===== src/rtl/decode_stage.sv =====
// decode_stage: single-entry RV32I decode between fetch and execute.
// Decodes the offered instruction, reads the register file through the
// combinational read ports, and registers operands plus control fields into
// one output slot. A 32-entry busy scoreboard stalls read-after-write hazards
// until the register file write port retires the producing instruction.
module decode_stage #(
    parameter int XLEN = 32
) (
    input  logic            clk,
    input  logic            rstn,

    // fetch side
    input  logic            i_if_valid,
    output logic            o_if_ready,
    input  logic [31:0]     i_if_instr,
    input  logic [XLEN-1:0] i_if_pc,

    // register file read ports
    output logic [4:0]      o_rs1_raddr,
    input  logic [XLEN-1:0] i_rs1_rdata,
    output logic [4:0]      o_rs2_raddr,
    input  logic [XLEN-1:0] i_rs2_rdata,

    // register file write port (retirement)
    input  logic            i_rd_wvalid,
    input  logic [4:0]      i_rd_waddr,

    // squash
    input  logic            i_flush,

    // execute side
    output logic            o_ex_valid,
    input  logic            i_ex_ready,
    output logic [XLEN-1:0] o_ex_pc,
    output logic [XLEN-1:0] o_ex_rs1_data,
    output logic [XLEN-1:0] o_ex_rs2_data,
    output logic [XLEN-1:0] o_ex_imm,
    output logic [6:0]      o_ex_opcode,
    output logic [2:0]      o_ex_funct3,
    output logic            o_ex_funct7b5,
    output logic [4:0]      o_ex_rd_addr,
    output logic            o_ex_rd_wen,
    output logic            o_ex_illegal
);

    // RV32I major opcodes
    localparam logic [6:0] OPC_LUI      = 7'b0110111;
    localparam logic [6:0] OPC_AUIPC    = 7'b0010111;
    localparam logic [6:0] OPC_JAL      = 7'b1101111;
    localparam logic [6:0] OPC_JALR     = 7'b1100111;
    localparam logic [6:0] OPC_BRANCH   = 7'b1100011;
    localparam logic [6:0] OPC_LOAD     = 7'b0000011;
    localparam logic [6:0] OPC_STORE    = 7'b0100011;
    localparam logic [6:0] OPC_OP_IMM   = 7'b0010011;
    localparam logic [6:0] OPC_OP       = 7'b0110011;
    localparam logic [6:0] OPC_MISC_MEM = 7'b0001111;
    localparam logic [6:0] OPC_SYSTEM   = 7'b1110011;

    // ------------------------------------------------------------------
    // Instruction fields
    // ------------------------------------------------------------------
    logic [6:0] dec_opcode;
    logic [4:0] dec_rd;
    logic [4:0] dec_rs1;
    logic [4:0] dec_rs2;
    logic [2:0] dec_funct3;
    logic       dec_funct7b5;

    assign dec_opcode   = i_if_instr[6:0];
    assign dec_rd       = i_if_instr[11:7];
    assign dec_funct3   = i_if_instr[14:12];
    assign dec_rs1      = i_if_instr[19:15];
    assign dec_rs2      = i_if_instr[24:20];
    assign dec_funct7b5 = i_if_instr[30];

    // Read addresses follow the instruction word even when i_if_valid is low.
    assign o_rs1_raddr = dec_rs1;
    assign o_rs2_raddr = dec_rs2;

    // ------------------------------------------------------------------
    // Immediate formats (32-bit, sign bit is instr[31])
    // ------------------------------------------------------------------
    logic [31:0] imm_i;
    logic [31:0] imm_s;
    logic [31:0] imm_b;
    logic [31:0] imm_u;
    logic [31:0] imm_j;

    assign imm_i = {{21{i_if_instr[31]}}, i_if_instr[30:20]};
    assign imm_s = {{21{i_if_instr[31]}}, i_if_instr[30:25], i_if_instr[11:7]};
    assign imm_b = {{20{i_if_instr[31]}}, i_if_instr[7], i_if_instr[30:25],
                    i_if_instr[11:8], 1'b0};
    assign imm_u = {i_if_instr[31:12], 12'h000};
    assign imm_j = {{12{i_if_instr[31]}}, i_if_instr[19:12], i_if_instr[20],
                    i_if_instr[30:21], 1'b0};

    // ------------------------------------------------------------------
    // Opcode class decode
    // ------------------------------------------------------------------
    logic        dec_uses_rs1;
    logic        dec_uses_rs2;
    logic        dec_writes_rd;
    logic        dec_illegal;
    logic [31:0] dec_imm32;
    logic        dec_rd_wen;
    logic [XLEN-1:0] dec_imm;

    // Classify the opcode: immediate format, source use and rd write.
    always_comb begin
        dec_uses_rs1  = 1'b0;
        dec_uses_rs2  = 1'b0;
        dec_writes_rd = 1'b0;
        dec_illegal   = 1'b0;
        dec_imm32     = 32'h0;
        case (dec_opcode)
            OPC_LUI, OPC_AUIPC: begin
                dec_imm32     = imm_u;
                dec_writes_rd = 1'b1;
            end
            OPC_JAL: begin
                dec_imm32     = imm_j;
                dec_writes_rd = 1'b1;
            end
            OPC_JALR, OPC_LOAD, OPC_OP_IMM: begin
                dec_imm32     = imm_i;
                dec_uses_rs1  = 1'b1;
                dec_writes_rd = 1'b1;
            end
            OPC_BRANCH: begin
                dec_imm32    = imm_b;
                dec_uses_rs1 = 1'b1;
                dec_uses_rs2 = 1'b1;
            end
            OPC_STORE: begin
                dec_imm32    = imm_s;
                dec_uses_rs1 = 1'b1;
                dec_uses_rs2 = 1'b1;
            end
            OPC_OP: begin
                dec_imm32     = 32'h0;
                dec_uses_rs1  = 1'b1;
                dec_uses_rs2  = 1'b1;
                dec_writes_rd = 1'b1;
            end
            OPC_MISC_MEM, OPC_SYSTEM: begin
                // I-type immediate is carried along; no register traffic.
                dec_imm32 = imm_i;
            end
            default: begin
                // Unknown opcodes travel to execute flagged, with no side effects.
                dec_illegal = 1'b1;
            end
        endcase
        // The quadrant bits are part of every legal opcode; flag them explicitly
        // so the intent survives if the opcode table ever changes.
        if (i_if_instr[1:0] != 2'b11) begin
            dec_illegal   = 1'b1;
            dec_uses_rs1  = 1'b0;
            dec_uses_rs2  = 1'b0;
            dec_writes_rd = 1'b0;
            dec_imm32     = 32'h0;
        end
    end

    assign dec_rd_wen = dec_writes_rd && (dec_rd != 5'd0);
    assign dec_imm    = {{(XLEN-31){dec_imm32[31]}}, dec_imm32[30:0]};

    // ------------------------------------------------------------------
    // Scoreboard and handshake
    // ------------------------------------------------------------------
    logic [31:0] busy_reg;
    logic [31:0] busy_next;
    logic        hazard;
    logic        accept;
    logic        flush_clr;

    logic            ex_valid_reg;
    logic            ex_valid_next;
    logic [XLEN-1:0] ex_pc_reg;
    logic [XLEN-1:0] ex_rs1_data_reg;
    logic [XLEN-1:0] ex_rs2_data_reg;
    logic [XLEN-1:0] ex_imm_reg;
    logic [6:0]      ex_opcode_reg;
    logic [2:0]      ex_funct3_reg;
    logic            ex_funct7b5_reg;
    logic [4:0]      ex_rd_addr_reg;
    logic            ex_rd_wen_reg;
    logic            ex_illegal_reg;

    // No write-to-read bypass: a retiring write unblocks the consumer one cycle
    // later, when the register file already returns the new value.
    assign hazard = (dec_uses_rs1 && busy_reg[dec_rs1]) ||
                    (dec_uses_rs2 && busy_reg[dec_rs2]);

    assign o_if_ready = (!ex_valid_reg || i_ex_ready) && !hazard && !i_flush;
    assign accept     = i_if_valid && o_if_ready;

    // A flushed instruction never retires, so its pending write is released here.
    assign flush_clr = i_flush && ex_valid_reg && ex_rd_wen_reg;

    // x0 is never busy.
    assign busy_next[0] = 1'b0;

    generate
        for (genvar gi = 1; gi < 32; gi++) begin : g_busy
            logic set_bit;
            logic clr_bit;
            assign set_bit = accept && dec_rd_wen && (dec_rd == 5'(gi));
            assign clr_bit = (i_rd_wvalid && (i_rd_waddr == 5'(gi))) ||
                             (flush_clr && (ex_rd_addr_reg == 5'(gi)));
            // Set beats clear: the newly accepted writer is younger than the
            // one retiring.
            assign busy_next[gi] = set_bit || (busy_reg[gi] && !clr_bit);
        end
    endgenerate

    // Scoreboard register.
    always_ff @(posedge clk) begin
        if (!rstn) begin
            busy_reg <= 32'h0;
        end else begin
            busy_reg <= busy_next;
        end
    end

    // Output slot occupancy: fill on accept, empty on consume or flush.
    always_comb begin
        ex_valid_next = ex_valid_reg;
        if (accept) begin
            ex_valid_next = 1'b1;
        end else if (i_flush || i_ex_ready) begin
            ex_valid_next = 1'b0;
        end
    end

    // Output slot register; payload loads only on accept and otherwise holds.
    always_ff @(posedge clk) begin
        if (!rstn) begin
            ex_valid_reg    <= 1'b0;
            ex_pc_reg       <= '0;
            ex_rs1_data_reg <= '0;
            ex_rs2_data_reg <= '0;
            ex_imm_reg      <= '0;
            ex_opcode_reg   <= 7'h0;
            ex_funct3_reg   <= 3'h0;
            ex_funct7b5_reg <= 1'b0;
            ex_rd_addr_reg  <= 5'h0;
            ex_rd_wen_reg   <= 1'b0;
            ex_illegal_reg  <= 1'b0;
        end else begin
            ex_valid_reg <= ex_valid_next;
            if (accept) begin
                ex_pc_reg       <= i_if_pc;
                ex_rs1_data_reg <= i_rs1_rdata;
                ex_rs2_data_reg <= i_rs2_rdata;
                ex_imm_reg      <= dec_imm;
                ex_opcode_reg   <= dec_opcode;
                ex_funct3_reg   <= dec_funct3;
                ex_funct7b5_reg <= dec_funct7b5;
                ex_rd_addr_reg  <= dec_rd;
                ex_rd_wen_reg   <= dec_rd_wen;
                ex_illegal_reg  <= dec_illegal;
            end
        end
    end

    assign o_ex_valid    = ex_valid_reg;
    assign o_ex_pc       = ex_pc_reg;
    assign o_ex_rs1_data = ex_rs1_data_reg;
    assign o_ex_rs2_data = ex_rs2_data_reg;
    assign o_ex_imm      = ex_imm_reg;
    assign o_ex_opcode   = ex_opcode_reg;
    assign o_ex_funct3   = ex_funct3_reg;
    assign o_ex_funct7b5 = ex_funct7b5_reg;
    assign o_ex_rd_addr  = ex_rd_addr_reg;
    assign o_ex_rd_wen   = ex_rd_wen_reg;
    assign o_ex_illegal  = ex_illegal_reg;

endmodule


===== config.mk =====
export PLATFORM = sky130hd
export DESIGN_NAME = decode_stage
export DESIGN_NICKNAME = d
export VERILOG_FILES = /design/src/rtl/decode_stage.sv
export SDC_FILE = /design/constraint.sdc
export NUM_CORES = 1
export LEC_CHECK = 0
export ABC_AREA = 1
export BUFFER_PORTS_ARGS = -buffer_cell sky130_fd_sc_hd__buf_2
export CORE_ASPECT_RATIO = 1.2
export CORE_MARGIN = 2
export CORE_UTILIZATION = 40
export DETAILED_ROUTE_END_ITERATION = 10
export GPL_TIMING_DRIVEN = 0
export PLACE_DENSITY = 0.77
export REMOVE_ABC_BUFFERS = 1
export SLEW_MARGIN = 10
export SYNTH_ARGS = -nofsm -noshare
export SYNTH_HDL_FRONTEND = slang
export SYNTH_SLANG_ARGS = --single-unit
export TNS_END_PERCENT = 5

===== constraint.sdc =====
create_clock -name clk -period 5.9 [get_ports clk]
set_input_delay 1.18 -clock clk [delete_from_list [all_inputs] [get_ports clk]]
set_output_delay 1.18 -clock clk [all_outputs]
set_load 0.02 [all_outputs]

## After elaboration in Yosys (flattened, before gate mapping)

Index checks and enable logic that the tools add are counted.

- Register bits after elaboration: 179
- Input port bits: 139
- Output and inout port bits: 158
- Word-level logic and storage cells: 376

- Order comparisons: 2
- Equal/unequal tests: 105
- Muxes and demuxes: 16
- Reduce and logical (&&, ||, !) cells: 240

Operators by type and width:

| kind | number |
|---|---|
| $eq 5x5->1 const B | 48 |
| $pmux 32 s5 | 1 |
| $logic_and 1x1->1 | 133 |
| $eq 5x4->1 const B | 24 |
| $logic_or 1x1->1 | 65 |
| $eq 5x3->1 const B | 12 |
| $logic_not 1->1 | 34 |
| $mux 32 | 1 |
| $eq 5x2->1 const B | 6 |
| $eq 7x7->1 const B | 4 |
| $eq 7x6->1 const B | 3 |
| $eq 5x1->1 const B | 3 |
| $eq 7x5->1 const B | 2 |
| $lt 5x6->1 const B | 2 |
| $mux 1 | 12 |
| $reduce_or 11->1 | 1 |
| $bmux 1 s5 | 2 |
| $eq 7x2->1 const B | 1 |
| $eq 7x4->1 const B | 1 |
| $reduce_or 7->1 | 1 |
| $reduce_or 6->1 | 1 |
| $reduce_bool 5->1 | 1 |
| $reduce_or 5->1 | 1 |
| $reduce_or 3->1 | 1 |
| 3 further kinds | 3 |

## Logic depth before layout (Yosys ltp)

- Depth after elaboration: 13
- Mapped depth: 18

## Worst setup path after synthesis

Ideal clock, no wire load.

- Path type: input to output
- Start point: input port i_if_instr[20]
- End point: output port o_if_ready
- Data arrival time: 2382 ps
- Path slack: 2338 ps
- Stages: 11
- Path through: buf_4 > inv_4 > buf_6 > nand2_1 > nand3_1 > nand3_1 > nand3_1 > a21oi_1 > nor2_2 > nor2_8 > buf_2

- Cells in the longest elaborated chain, start to end: 7

RTL lines:

| element | RTL line | text |
|---|---|---|
| start: declaration | 15 | `input logic [31:0] i_if_instr,` |
| $bmux 1 s5 | 193 | `(dec_uses_rs2 && busy_reg[dec_rs2]);` |
| $mux 1 (not written as such) | 193 |  |
| $logic_and 1x1->1 | 193 |  |
| $logic_or 1x1->1 | 192 | `assign hazard = (dec_uses_rs1 && busy_reg[dec_rs1]) \|\|` |
| $logic_not 1->1 | 195 | `assign o_if_ready = (!ex_valid_reg \|\| i_ex_ready) && !hazard && !i_flush;` |
| $logic_and 1x1->1 (2 in series) | 195 |  |
| end: declaration | 14 | `output logic o_if_ready,` |

Every way passes these cells. The select of a mux whose other input is x is not followed.

## Final worst setup path

- Start point: input port i_if_instr[15]
- End point: output port o_if_ready

- Cells in the longest elaborated chain, start to end: 7

RTL lines:

| element | RTL line |
|---|---|
| $bmux 1 s5 | 192 |
| $mux 1 (not written as such) | 192 |
| $logic_and 1x1->1 | 192 |
| $logic_or 1x1->1 | 192 |
| $logic_not 1->1 | 195 |
| $logic_and 1x1->1 (2 in series) | 195 |

Every way passes these cells. The select of a mux whose other input is x is not followed.

==> flow_metrics.py <==
metrics = {
    "finish": {
        "fillers": 2075,
        "finish.utilization_pct": 50.3,
        "leading_cell_types_in_the_layout_fill_and_taps_excluded": "358 x sky130_fd_sc_hd__nor2_1, 295 x sky130_fd_sc_hd__buf_2, 184 x sky130_fd_sc_hd__nand2_1",
        "area_growth_pct": 24.0,
        "final_layout_size_suffix_gt1_share_pct": 23.5,
        "stdcell_count": 1716,
        "final_common_cell": "sky130_fd_sc_hd__nor2_1",
        "nNetsFinal": 1576,
    },
    "place": {
        "numPlacedInstances": 1683,
        "gp_congestion": 0.972,
        "port_buffers": 296,
        "post_detail_place_hpwl_um": 20200,
    },
    "clock_tree": {
        "tritoncts_clock_tree": "yes",
        "cts_max_level": 4,
        "clock_tree.root_cell": "sky130_fd_sc_hd__clkbuf_16",
        "post_cts_hold_buffer_count": 0,
        "cts.path.max_buffers": 2,
        "cts_resized": 0,
        "numClockSinks": 178,
        "cts.repair_timing.setup_buffer_count": 0,
        "cts.clk_slew.worst_paths_ns": 0.08,
        "clock_latency_ns": 0.43,
        "cts_buffers": 17,
    },
    "global_route": {
        "grt_antenna_before_repair": 1,
        "grt_start_max_net_pins": 146,
        "gr-usage-all-layers_pct": 25.3,
        "grt_first_pass_wirelength_um": 42900,
        "vias_in_the_first_global_route": 7909,
        "grt-ovfl-total": 0,
    },
    "yosys": {
        "combinational_family_with_the_most_area_after_synthesis": "simple AND/OR/NAND/NOR gates",
        "number_of_flops_mapped_to_enable_cells_by_yosys": 0,
        "yosys.area_share.simple_pct": 34.3,
        "post_synth_num_cell_types": 31,
        "synth_seq_cells": 178,
        "proportion_of_synthesized_chip_area_in_sequential_cells_pct": 43.7,
        "postSynthAreaPerCell_um2": 6.78,
        "yosys_warnings": 0,
        "synth-xor-area-share_pct": 0,
        "synth_async_reset_ratio_pct": 0,
        "synth_cells": 1204,
        "syn-cell-area_um2": 8160,
        "synth_compound_area_share_pct": 12.9,
        "area_share_of_fa_ha_maj_cells_after_synthesis_pct": 0,
        "muxShareOfSynthArea_pct": 0,
        "ys_dominant_reg_cell": "sky130_fd_sc_hd__dfxtp_1",
    },
    "worst_setup_path": {
        "worst_ep_arrival_time_ns": 3.18,
        "path_common_cell": "sky130_fd_sc_hd__nand3_1",
        "startpoint_type": "input pin",
        "ordered_list_of_cells_on_the_worst_path": "buf_2 > inv_2 > nand2_1 > nand3_1 > nand3_1 > nand3_1 > nand2_1 > nand2_1 > nand3_1 > nand2_2 > nor2_8 > buf_2",
        "critical-path-top-delay-family": "simple AND/OR/NAND/NOR gates",
        "worst-setup-path-type": "in2out",
        "register_to_register_path_setup_slack_ns": 3.21,
        "cpPeakStageDelay_ns": 0.47,
        "worst-path-buf-inv": 3,
        "rr_startpoint": "busy_reg[3]$_SDFF_PN0_",
        "destination_of_the_worst_register_to_register_timing_path": "o_ex_rs1_data[25]$_SDFFE_PN0P_",
        "critical_path_peak_fanout": 36,
        "crit_required_ns": 4.72,
        "endpoint_kind": "primary output",
        "critical_path.startpoint": "i_if_instr[15]",
        "timing.critical_path.slowest_stage_cell": "sky130_fd_sc_hd__nor2_8",
        "reg2reg_depth": 14,
    },
    "sta": {
        "final-setup-viol-count": 0,
        "finClkSkew_ns": 0.0145,
        "grt_setup_unrepaired": "no",
        "min_period_over_period_pct": 73.9,
        "pin_slew_with_the_least_headroom_to_its_limit_ns": 1.31,
        "max_clock_freq_mhz": 229,
        "max_slew_margin_pct": 12.5,
        "period_needed_ns": 4.36,
        "timing_hold_violations_final": 0,
        "final_max_slew_viol_count": 0,
    },
    "detailed_routing": {
        "first_iter_violations": 728,
        "firstDrtPassIters": 5,
        "vias_per_inst": 5.16,
        "detailroute.via_count": 8852,
        "route.top_layer_used": "met5",
        "wl_per_cell_um": 16.4,
        "wl_um": 28200,
        "met2_length_um": 13400,
        "detail_route.drc_violations": 0,
        "route.met3.wl_um": 2880,
        "ant_nets": 0,
        "m1WireLength_um": 11000,
    },
    "floorplanning": {
        "number_of_cell_rows": 57,
        "initial_core_util_pct": 40.6,
        "die-height_um": 160,
        "fp.coreArea_um2": 20100,
        "io_pins": 297,
        "die_area_um2": 21600,
        "floorplan.die.width_um": 134,
    },
    "power": {
        "power-per-cell-area_nw_per_um2": 290,
        "worst_ir_drop_vdd_mv": 0.211,
        "power.leakage_nw": 4.59,
    },
    "min_path": {
        "worst_hold_path_type": "reg2reg",
        "worst_hold_path.num_cells": 2,
        "holdPathEnd": "o_ex_funct7b5$_SDFFE_PN0P_",
        "min-delay-start": "o_ex_funct7b5$_SDFFE_PN0P_",
    },
    "status": {
        "status": "complete, no violations",
    },
    "run": {
        "cap_violations": 0,
    },
}
worst reg2reg max path, stage by stage, from the launching register on:
cell and delay [ns]:
sky130_fd_sc_hd__dfxtp_1 0.36, sky130_fd_sc_hd__nand2_1 0.08, sky130_fd_sc_hd__nand3_1 0.08, sky130_fd_sc_hd__nand3_1 0.13, sky130_fd_sc_hd__nand3_1 0.09, sky130_fd_sc_hd__nand2_1 0.07, sky130_fd_sc_hd__nand2_1 0.04, sky130_fd_sc_hd__nand3_1 0.08
sky130_fd_sc_hd__nand2_2 0.09, sky130_fd_sc_hd__nor2_8 0.47, sky130_fd_sc_hd__nand2_8 0.17, sky130_fd_sc_hd__clkinv_4 0.27, sky130_fd_sc_hd__buf_16 0.36, sky130_fd_sc_hd__nor2_1 0.21, sky130_fd_sc_hd__nor2_1 0.13
synth_stat cells, types with 13 or more instances:
library cell	number	area share, %
sky130_fd_sc_hd__clkbuf_1	32	1.5
sky130_fd_sc_hd__o21ai_1	65	4.0
sky130_fd_sc_hd__o21ai_0	95	5.8
sky130_fd_sc_hd__nor2_1	358	16
sky130_fd_sc_hd__dfxtp_1	178	44
sky130_fd_sc_hd__inv_1	46	2.1
sky130_fd_sc_hd__nand4_1	32	2.5
sky130_fd_sc_hd__buf_4	14	1.3
sky130_fd_sc_hd__buf_2	13	0.80
sky130_fd_sc_hd__nand3_1	96	5.9
sky130_fd_sc_hd__a21oi_1	38	2.3
sky130_fd_sc_hd__nand2_1	184	8.5
worst max path at each step:
stage | slack (ns) | to | cells past startpoint
2_1_floorplan | 1.39 | o_ex_funct3[0]$_SDFFE_PN0P_ | 13
3_3_place_gp | -0.66 | o_ex_imm[22]$_SDFFE_PN0P_ | 14
3_5_place_dp | 1.60 | o_if_ready | 12
4_1_cts | 1.59 | o_if_ready | 12
5_1_grt | 1.39 | o_if_ready | 12
6_report | 1.54 | o_if_ready | 12
power breakdown:
group	leakage [nW]	switching (W)	internal (W)
clock network	0.288	0.000557	0.000575
logic	2.84	0.000341	0.000159
registers	1.46	0.0000338	0.00127
layer usage:
layer | GRT usage, % | vias up
met5 | 0 | -
met4 | 8.52 | 2
met3 | 7.86 | 71
met2 | 43.4 | 388
met1 | 29.9 | 4017
li1 | - | 4374
metrics by stage:
step	instance area (um2)	setup WS [ns]	TNS [ns]	hold slack (ns)	power (W)
detailed placement	9530	1.60	0	0.457	0.00183
global route	10100	1.39	0	0.490	0.00307
finish	10100	1.54	0	0.466	0.00294
floorplan	7620	1.39	0	0.474	0.00160
global placement	9430	-0.659	-89.59	0.449	0.00183
CTS	10100	1.59	0	0.468	0.00296
cells by family (layout without fill, tap and decap cells):
group | Yosys count | count (layout)
flops | 178 | 178
compound gates | 207 | 207
other cells | 0 | 1
buf+inv | 138 | 384
simple gates | 681 | 681
final cells by class:
class / instances / area (um2) / area share, %
multi-input combinational: 888 / 3870 / 38.2
tap: 265 / 332 / 3.28
antenna: 1 / 2.50 / 0.0247
inverter: 53 / 206 / 2.04
timing repair buffer: 299 / 1570 / 15.5
sequential: 178 / 3560 / 35.2
clock buffer: 18 / 429 / 4.24
clock inverter: 14 / 158 / 1.56
Note: power is estimated with default switching activity, not from simulation.
